File: src/rtl/vga_pkg.sv
// Shared VGA timing presets, raster control bundle and axis-bound helper.
package vga_pkg;

   localparam int VGA_COLOR_W = 4;

   // 640x480@60, 25.175 MHz pixel clock, negative syncs
   localparam int VGA640_H_VISIBLE = 640;
   localparam int VGA640_H_FRONT   = 16;
   localparam int VGA640_H_SYNC    = 96;
   localparam int VGA640_H_BACK    = 48;
   localparam int VGA640_V_VISIBLE = 480;
   localparam int VGA640_V_FRONT   = 10;
   localparam int VGA640_V_SYNC    = 2;
   localparam int VGA640_V_BACK    = 33;
   localparam bit VGA640_SYNC_POS  = 1'b0;

   // 800x600@60, 40 MHz pixel clock, positive syncs
   localparam int VGA800_H_VISIBLE = 800;
   localparam int VGA800_H_FRONT   = 40;
   localparam int VGA800_H_SYNC    = 128;
   localparam int VGA800_H_BACK    = 88;
   localparam int VGA800_V_VISIBLE = 600;
   localparam int VGA800_V_FRONT   = 1;
   localparam int VGA800_V_SYNC    = 4;
   localparam int VGA800_V_BACK    = 23;
   localparam bit VGA800_SYNC_POS  = 1'b1;

   typedef struct packed {
      int unsigned total;
      int unsigned sync_first;
      int unsigned sync_last;
   } axis_bounds_t;

   // Active-high raster flags; sync polarity is applied only at the output registers.
   typedef struct packed {
      logic hs;
      logic vs;
      logic de;
   } raster_ctl_t;

   function automatic axis_bounds_t axis_bounds(input int unsigned visible,
                                                input int unsigned front,
                                                input int unsigned sync,
                                                input int unsigned back);
      axis_bounds_t b;
      b.total      = visible + front + sync + back;
      b.sync_first = visible + front;
      b.sync_last  = visible + front + sync - 1;
      return b;
   endfunction

endpackage

File: src/rtl/vga_axis_counter.sv
// One raster axis: enable-gated wrap counter with visible/sync window decode.
// Flags are combinational from the count register; o_wrap marks the terminal count.
module vga_axis_counter
   import vga_pkg::*;
#(
   parameter int VISIBLE = 800,
   parameter int FRONT   = 40,
   parameter int SYNC    = 128,
   parameter int BACK    = 88,
   parameter int CNT_W   = 11
) (
   input  logic             clk,
   input  logic             rst,
   input  logic             i_en,
   output logic [CNT_W-1:0] o_count,
   output logic             o_visible,
   output logic             o_sync_active,
   output logic             o_wrap
);

   localparam axis_bounds_t B = axis_bounds(VISIBLE, FRONT, SYNC, BACK);
   localparam logic [CNT_W-1:0] LAST       = CNT_W'(B.total - 1);
   localparam logic [CNT_W-1:0] SYNC_FIRST = CNT_W'(B.sync_first);
   localparam logic [CNT_W-1:0] SYNC_LAST  = CNT_W'(B.sync_last);
   localparam logic [CNT_W-1:0] VIS_END    = CNT_W'(VISIBLE);

   generate
      if (longint'(B.total) > (longint'(1) << CNT_W)) begin : g_total_too_big
         $error("vga_axis_counter: axis total does not fit in CNT_W bits");
      end
      if (SYNC < 1) begin : g_sync_zero
         $error("vga_axis_counter: sync width must be at least 1");
      end
   endgenerate

   logic [CNT_W-1:0] r_count;

   always_ff @(posedge clk or posedge rst) begin
      if (rst) begin
         r_count <= '0;
      end else if (i_en) begin
         r_count <= (r_count == LAST) ? '0 : r_count + 1'b1;
      end
   end

   assign o_count       = r_count;
   assign o_visible     = (r_count < VIS_END);
   assign o_sync_active = (r_count >= SYNC_FIRST) && (r_count <= SYNC_LAST);
   assign o_wrap        = (r_count == LAST);

endmodule

File: src/rtl/vga_timing_gen.sv
// VGA raster timing generator: clk divider -> request-side x/y -> PIPE_LAT-strobe
// alignment of sync/de so they leave the output registers together with rgb_in.
module vga_timing_gen
   import vga_pkg::*;
#(
   parameter int H_VISIBLE  = VGA800_H_VISIBLE,
   parameter int H_FRONT    = VGA800_H_FRONT,
   parameter int H_SYNC     = VGA800_H_SYNC,
   parameter int H_BACK     = VGA800_H_BACK,
   parameter int V_VISIBLE  = VGA800_V_VISIBLE,
   parameter int V_FRONT    = VGA800_V_FRONT,
   parameter int V_SYNC     = VGA800_V_SYNC,
   parameter int V_BACK     = VGA800_V_BACK,
   parameter bit H_SYNC_POS = VGA800_SYNC_POS,
   parameter bit V_SYNC_POS = VGA800_SYNC_POS,
   parameter int CLK_DIV    = 6,
   parameter int PIPE_LAT   = 2,
   parameter int CNT_W      = 11,
   parameter int COLOR_W    = VGA_COLOR_W
) (
   input  logic                 clk,
   input  logic                 rst,
   output logic                 pix_stb,
   output logic [CNT_W-1:0]     req_x,
   output logic [CNT_W-1:0]     req_y,
   output logic                 req_de,
   output logic                 line_start,
   output logic                 frame_start,
   input  logic [3*COLOR_W-1:0] rgb_in,
   output logic                 hsync,
   output logic                 vsync,
   output logic                 de,
   output logic [COLOR_W-1:0]   red,
   output logic [COLOR_W-1:0]   green,
   output logic [COLOR_W-1:0]   blue
);

   generate
      if (CLK_DIV < 1 || PIPE_LAT < 0 || PIPE_LAT > 7) begin : g_bad_cfg
         $error("vga_timing_gen: CLK_DIV must be >= 1 and PIPE_LAT in 0..7");
      end
   endgenerate

   localparam int TICK_W = (CLK_DIV > 1) ? $clog2(CLK_DIV) : 1;
   localparam logic [TICK_W-1:0] TICK_LAST = TICK_W'(CLK_DIV - 1);

   logic [TICK_W-1:0] r_tick;

   always_ff @(posedge clk or posedge rst) begin
      if (rst) begin
         r_tick <= '0;
      end else begin
         r_tick <= (r_tick == TICK_LAST) ? '0 : r_tick + 1'b1;
      end
   end

   // Tick resets to 0, so the first strobe lands in the first cycle after reset.
   assign pix_stb = (r_tick == '0);

   logic w_h_vis, w_h_sync, w_h_wrap;
   logic w_v_vis, w_v_sync, w_v_wrap_unused;

   vga_axis_counter #(
      .VISIBLE(H_VISIBLE), .FRONT(H_FRONT), .SYNC(H_SYNC), .BACK(H_BACK), .CNT_W(CNT_W)
   ) u_h_cnt (
      .clk(clk), .rst(rst), .i_en(pix_stb),
      .o_count(req_x), .o_visible(w_h_vis), .o_sync_active(w_h_sync), .o_wrap(w_h_wrap)
   );

   vga_axis_counter #(
      .VISIBLE(V_VISIBLE), .FRONT(V_FRONT), .SYNC(V_SYNC), .BACK(V_BACK), .CNT_W(CNT_W)
   ) u_v_cnt (
      .clk(clk), .rst(rst), .i_en(pix_stb && w_h_wrap),
      .o_count(req_y), .o_visible(w_v_vis), .o_sync_active(w_v_sync), .o_wrap(w_v_wrap_unused)
   );

   raster_ctl_t w_raw, w_dly;

   assign w_raw.hs    = w_h_sync;
   assign w_raw.vs    = w_v_sync;
   assign w_raw.de    = w_h_vis && w_v_vis;
   assign req_de      = w_raw.de;
   assign line_start  = pix_stb && !rst && (req_x == '0);
   assign frame_start = line_start && (req_y == '0);

   generate
      if (PIPE_LAT == 0) begin : g_no_pipe
         assign w_dly = w_raw;
      end else begin : g_pipe
         raster_ctl_t r_pipe [PIPE_LAT];

         always_ff @(posedge clk or posedge rst) begin
            if (rst) begin
               for (int i = 0; i < PIPE_LAT; i++) r_pipe[i] <= '0;
            end else if (pix_stb) begin
               r_pipe[0] <= w_raw;
               for (int i = 1; i < PIPE_LAT; i++) r_pipe[i] <= r_pipe[i-1];
            end
         end

         assign w_dly = r_pipe[PIPE_LAT-1];
      end
   endgenerate

   logic                 r_hsync, r_vsync, r_de;
   logic [3*COLOR_W-1:0] r_rgb;

   always_ff @(posedge clk or posedge rst) begin
      if (rst) begin
         r_hsync <= ~H_SYNC_POS;
         r_vsync <= ~V_SYNC_POS;
         r_de    <= 1'b0;
         r_rgb   <= '0;
      end else if (pix_stb) begin
         r_hsync <= w_dly.hs ? H_SYNC_POS : ~H_SYNC_POS;
         r_vsync <= w_dly.vs ? V_SYNC_POS : ~V_SYNC_POS;
         r_de    <= w_dly.de;
         r_rgb   <= w_dly.de ? rgb_in : '0;
      end
   end

   assign hsync = r_hsync;
   assign vsync = r_vsync;
   assign de    = r_de;
   assign {red, green, blue} = r_rgb;

endmodule
File: config.mk
export PLATFORM = sky130hd
export DESIGN_NAME = vga_timing_gen
export DESIGN_NICKNAME = d
export VERILOG_FILES = /design/src/rtl/vga_pkg.sv /design/src/rtl/vga_axis_counter.sv /design/src/rtl/vga_timing_gen.sv
export SDC_FILE = /design/constraint.sdc
export NUM_CORES = 1
export LEC_CHECK = 0
export ABC_AREA = 0
export CORE_ASPECT_RATIO = 1.2
export CORE_MARGIN = 10
export CORE_UTILIZATION = 35
export CTS_BUF_LIST = sky130_fd_sc_hd__clkbuf_8
export CTS_CLUSTER_SIZE = 24
export DETAILED_ROUTE_END_ITERATION = 16
export HOLD_SLACK_MARGIN = 0.05
export MAX_ROUTING_LAYER = met4
export PLACE_DENSITY = 0.65
export SYNTH_ARGS = -nofsm -noshare
export SYNTH_HDL_FRONTEND = slang
export SYNTH_SLANG_ARGS = --single-unit
File: constraint.sdc
create_clock -name clk -period 4.7 [get_ports clk]
set_clock_uncertainty 0.15 [all_clocks]
set_input_delay 1.175 -clock clk [delete_from_list [all_inputs] [get_ports clk]]
set_output_delay 1.175 -clock clk [all_outputs]
set_load 0.01 [all_outputs]
# Word level (Yosys, flattened, before mapping)
# Index checks and enable logic that the tools add are counted.
totals:
  reg_bits: 46
  inputBits: 14
  out_inout_bits: 41
  elab_cells: 42
op_classes:
  n_addsub: 3
  n_lt_le_gt_ge: 6
  eq_ne: 3
  mux: 6
  reduce_logical: 11
op_table:
  columns: ["cell", "n"]
  rows:
  - ["$add A11 B1 Y11 const B", 2]
  - ["$ge A11 B10 Y1 const B", 2]
  - ["$le A11 B10 Y1 const B", 2]
  - ["$logic_not A11 Y1", 2]
  - ["$lt A11 B10 Y1 const B", 2]
  - ["$mux W11", 2]
  - ["$mux W12", 1]
  - ["$eq A11 B10 Y1 const B", 1]
  - ["$eq A11 B11 Y1 const B", 1]
  - ["$logic_and A1 B1 Y1", 7]
  - ["$add A3 B1 Y3 const B", 1]
  - ["$eq A3 B3 Y1 const B", 1]
  - ["$logic_not A3 Y1", 1]
  - ["$mux W3", 1]
  - ["$mux W1", 2]
  - ["$logic_not A1 Y1", 1]

# Longest topological paths before layout
logic_depth:
  ltp_word: 4
  depth_mapped: 6
  depth_no_buf: 6

# Hierarchy
# Synthesis repeated with hierarchy kept, for this count alone.
unflattened:
  hier_cells: 237
  area_unflattened_um2: 2228.4
by_module_without_submodules:
  columns: ["mod", "n_inst", "cells_each", "area_per_inst_um2", "seq_area_each_um2"]
  rows:
  - ["vga_timing_gen", 1, 108, 991.0, 600.6]
  - ["vga_axis_counter (u_v_cnt)", 1, 67, 621.8, 275.3]
  - ["vga_axis_counter (u_h_cnt)", 1, 62, 615.6, 275.3]

# Least setup slack after synthesis
# Ideal clock, no wire load.
synth_timing:
  path_kind: "input port to output port"
  startpoint: "input port rst"
  endpoint: "output port frame_start"
  arrival_time_ps: 2979
  required_time_ps: 3375
  slack_ps: 396
  path_stages: 4
  cell_sequence: "inv_1 -> nand3_1 -> nor4_4 -> and4_1"
synth_between:
  elab_chain_cells: 4
synth_lines:
  columns: ["item", "line", "rtl"]
  rows:
  - ["start, declared", "vga_timing_gen.sv:22", "input logic rst,"]
  - ["$logic_not A1 Y1 (no source line)", null, null]
  - ["$logic_and A1 B1 Y1 (2 in series)", "vga_timing_gen.sv:83", "assign line_start = pix_stb && !rst && (req_x == '0);"]
  - ["net line_start", "vga_timing_gen.sv:27", "output logic line_start,"]
  - ["$logic_and A1 B1 Y1", "vga_timing_gen.sv:84", "assign frame_start = line_start && (req_y == '0);"]
  - ["end, declared", "vga_timing_gen.sv:28", "output logic frame_start,"]
# The timed path passes the listed nets, and every way through them passes these cells.

# Worst setup path after layout
layout_timing:
  startpoint: "register r_tick[0]"
  endpoint: "output port frame_start"
layout_between:
  elab_chain_cells: 4
layout_lines:
  columns: ["item", "line", "rtl"]
  rows:
  - ["start, declared", "vga_timing_gen.sv:47", "logic [TICK_W-1:0] r_tick;"]
  - ["start signal, assigned", "vga_timing_gen.sv:53", "r_tick <= (r_tick == TICK_LAST) ? '0 : r_tick + 1'b1;"]
  - ["$logic_not A3 Y1", "vga_timing_gen.sv:58", "assign pix_stb = (r_tick == '0);"]
  - ["$logic_and A1 B1 Y1 (2 in series)", "vga_timing_gen.sv:83", null]
  - ["$logic_and A1 B1 Y1", "vga_timing_gen.sv:84", null]
# No other way between the ends.

==> impl_results.md <==
- Final ANT Viol Nets: 0
- Final hold violation count: 0
- Worst setup EP type: output port
- Die area: 10300 µm²
- Clock Sinks: 46
- P per Cell Area: 228 nW/µm²
- CP arrival: 2.69 ns
- Yosys warns: 0
- Slew @ Worst Pin: 0.579 ns
- Layout area overhead: 30.4%
- Largest family of logic cells by synthesized area: simple AND/OR/NAND/NOR gates
- # IOs: 55
- Vias in the first global route: 1848
- Htree depth: 2
- Crit Path Class: reg2out
- Buffers on Ports: 54
- Num rows: 32
- Syn Inst Count: 242
- Final setup fails: 0
- CTS Hold Bufs: 0
- Sequential-to-total area share from yosys stat: 0.498
- Drt first-iter violations: 77
- Mapped Area: 2310 µm²
- Clk buf depth: 2
- Worst EP required: 3.38 ns
- Resize count post-CTS: 0
- Slew Viols, Final: 0
- Post-Route WL: 5780 µm
- Initial core utilization: 0.361
- Syn avg cell area: 9.54 µm²
- Vias/cell: 5.02
- Final period util: 0.854
- Final setup TNS: 0 ns
- Postcts setup bufs: 0
- Hold Slack: 0.319 ns
- Height of the chip: 109 µm
- Largest net degree at the start of global routing: 47
- Antenna cells: 0
- Synth Area in XOR/XNOR: 0.0379
- Final net count: 313
- Syn Nets: 261
- First-pass DRT Iterations: 4
- Synth Flop Type: dfrtp_1
- Post-synthesis mux area share: 0.0190
- Via count: 1906
- Relative slew slack: 0.614
- Worst hold path type: reg2reg
- Yosys cell types: 45
- #FFs+latches synth: 46
- Fill cell count: 626
- Post-synthesis simple-gate area fraction: 0.298
- Critical Path Fanout Max: 28
- WL/cell: 15.2 µm
- Grt total ovfl: 0
- Die X: 94.2 µm
- Placed Cells: 372
- Share of layout cells above drive strength 1: 0.0881
- Global-route wire length before repair: 9540 µm
- Compound-Gate Fraction of Synth Area: 0.0796
- P_leak: 1.27 nW
- Total CTS buffers: 5
- Hpwl dp: 4180 µm
- Fin crit period: 4.01 ns
- Leading cell type in the layout, fill and taps excluded: nand2_1
- DR DRC count: 0
- Async S/R FF share, synth: 1.00
- TritonCTS clock tree: built
- Power consumption: 0.000688 W
- Max Freq: 249 MHz
- CP startpoint kind: register
- Core ar.: 6410 µm²
- Post-Synth Adder-Cell Area: 0.0271
- Initial antenna violation count: 0
- Total Routing Usage GR: 0.118
- Most frequent cells in the layout: nand2_1 (63), clkdlybuf4s50_1 (54), dfrtp_1 (46), nand3_1 (22), nor2_1 (10)
- Clock root buffer: clkbuf_8
- Status: complete, no violations
- Clk slew on worst S/H paths: 0.08 ns
- Number of synthesized flops with an enable pin: 0
- Finished Layout Cells: 380
- Peak supply drop: 0.0000992 V
- Worst skew pair latency: 0.30 ns
- Routability cong.: 0.847
- MaxCap Viol Count: 0
- Post-DP Area: 2920 µm²
- RSZ-0062 raised after global routing: false
- Final instance area: 3010 µm²
[worst max-delay path, stage by stage, from the launching register on]
cell,delay (ns)
dfrtp_1,0.46
or3_1,0.39
buf_4,0.23
clkinv_4,0.20
nand3_2,0.12
nor4_4,0.24
and4_1,0.22
clkdlybuf4s50_1,0.53
[metrics by stage]
step                 util  setup slack, ns
finish              0.470            0.686
global route        0.470            0.482
CTS                 0.470            0.633
detailed placement  0.455            0.681
global placement    0.455            0.704
floorplan               -            0.396
[kinds of logic (layout without fill, tap and decap cells)]
group	count (synthesis)	count (layout)
DFF	46	46
and+or+nand+nor	129	129
AOI/OAI and AO/OA	28	28
xor gates and xnor gates	10	10
buffers and inverters	20	73
adders and majority gates	5	5
muxes	4	4
[final cells by class]
cell class	count	area, µm²	share of cell area
flip-flops and latches	46	1150	0.382
multi-input cells	176	1070	0.354
repair buffers	56	556	0.184
well taps	85	106	0.0353
clock buffers	6	82.6	0.0274
inverters	9	38.8	0.0129
clock inverters	2	12.5	0.00415
[flip-flops by register name, summed over array words and instances, names as in the netlist]
signal / flops
u_h_cnt.o_count: 11
r_rgb: 12
hsync: 1
u_v_cnt.o_count: 11
de: 1
vsync: 1
r_tick: 3
g_pipe.r_pipe: 6
[path summary, 6_finish.rpt]
path	start	to	slack [ns]	cells past startpoint
max reg2reg	u_h_cnt.o_count[1]	u_v_cnt.o_count[7]	2.48	5
min reg2reg	r_rgb[5]	r_rgb[5]	0.32	2
max in group asynchronous	rst	u_h_cnt.o_count[10]	2.78	3
max	r_tick[0]	frame_start	0.69	7
min	r_rgb[5]	r_rgb[5]	0.32	2
min in group asynchronous	rst	u_v_cnt.o_count[8]	1.22	3
[layer usage]
layer	global-route usage	share of wire
met2	0.186	0.48
met4	0.0424	0.012
met5	-	0
met3	0.0261	0.053
met1	0.146	0.46
[power breakdown]
| part | internal [W] | switching (W) | total (W) |
|---|---|---|---|
| Sequential | 0.000401 | 0.00000263 | 0.000403 |
| Clock | 0.000118 | 0.000130 | 0.000248 |
| Combinational | 0.0000203 | 0.0000164 | 0.0000367 |
[cell usage after synthesis, types with 4 or more instances]
| cell | n | share of area |
|---|---|---|
| a21oi_1 | 5 | 0.011 |
| and4_1 | 4 | 0.015 |
| buf_2 | 4 | 0.0087 |
| clkbuf_1 | 6 | 0.0098 |
| dfrtp_1 | 46 | 0.50 |
| ha_1 | 5 | 0.027 |
| inv_1 | 8 | 0.013 |
| nand2_1 | 63 | 0.10 |
| nand3_1 | 22 | 0.048 |
| nand4_1 | 4 | 0.011 |
| nor2_1 | 10 | 0.016 |
| nor3_1 | 4 | 0.0087 |
| o21ai_0 | 6 | 0.013 |
| xnor2_1 | 5 | 0.019 |
| xor2_1 | 5 | 0.019 |
(Power assumes the default switching activity.)
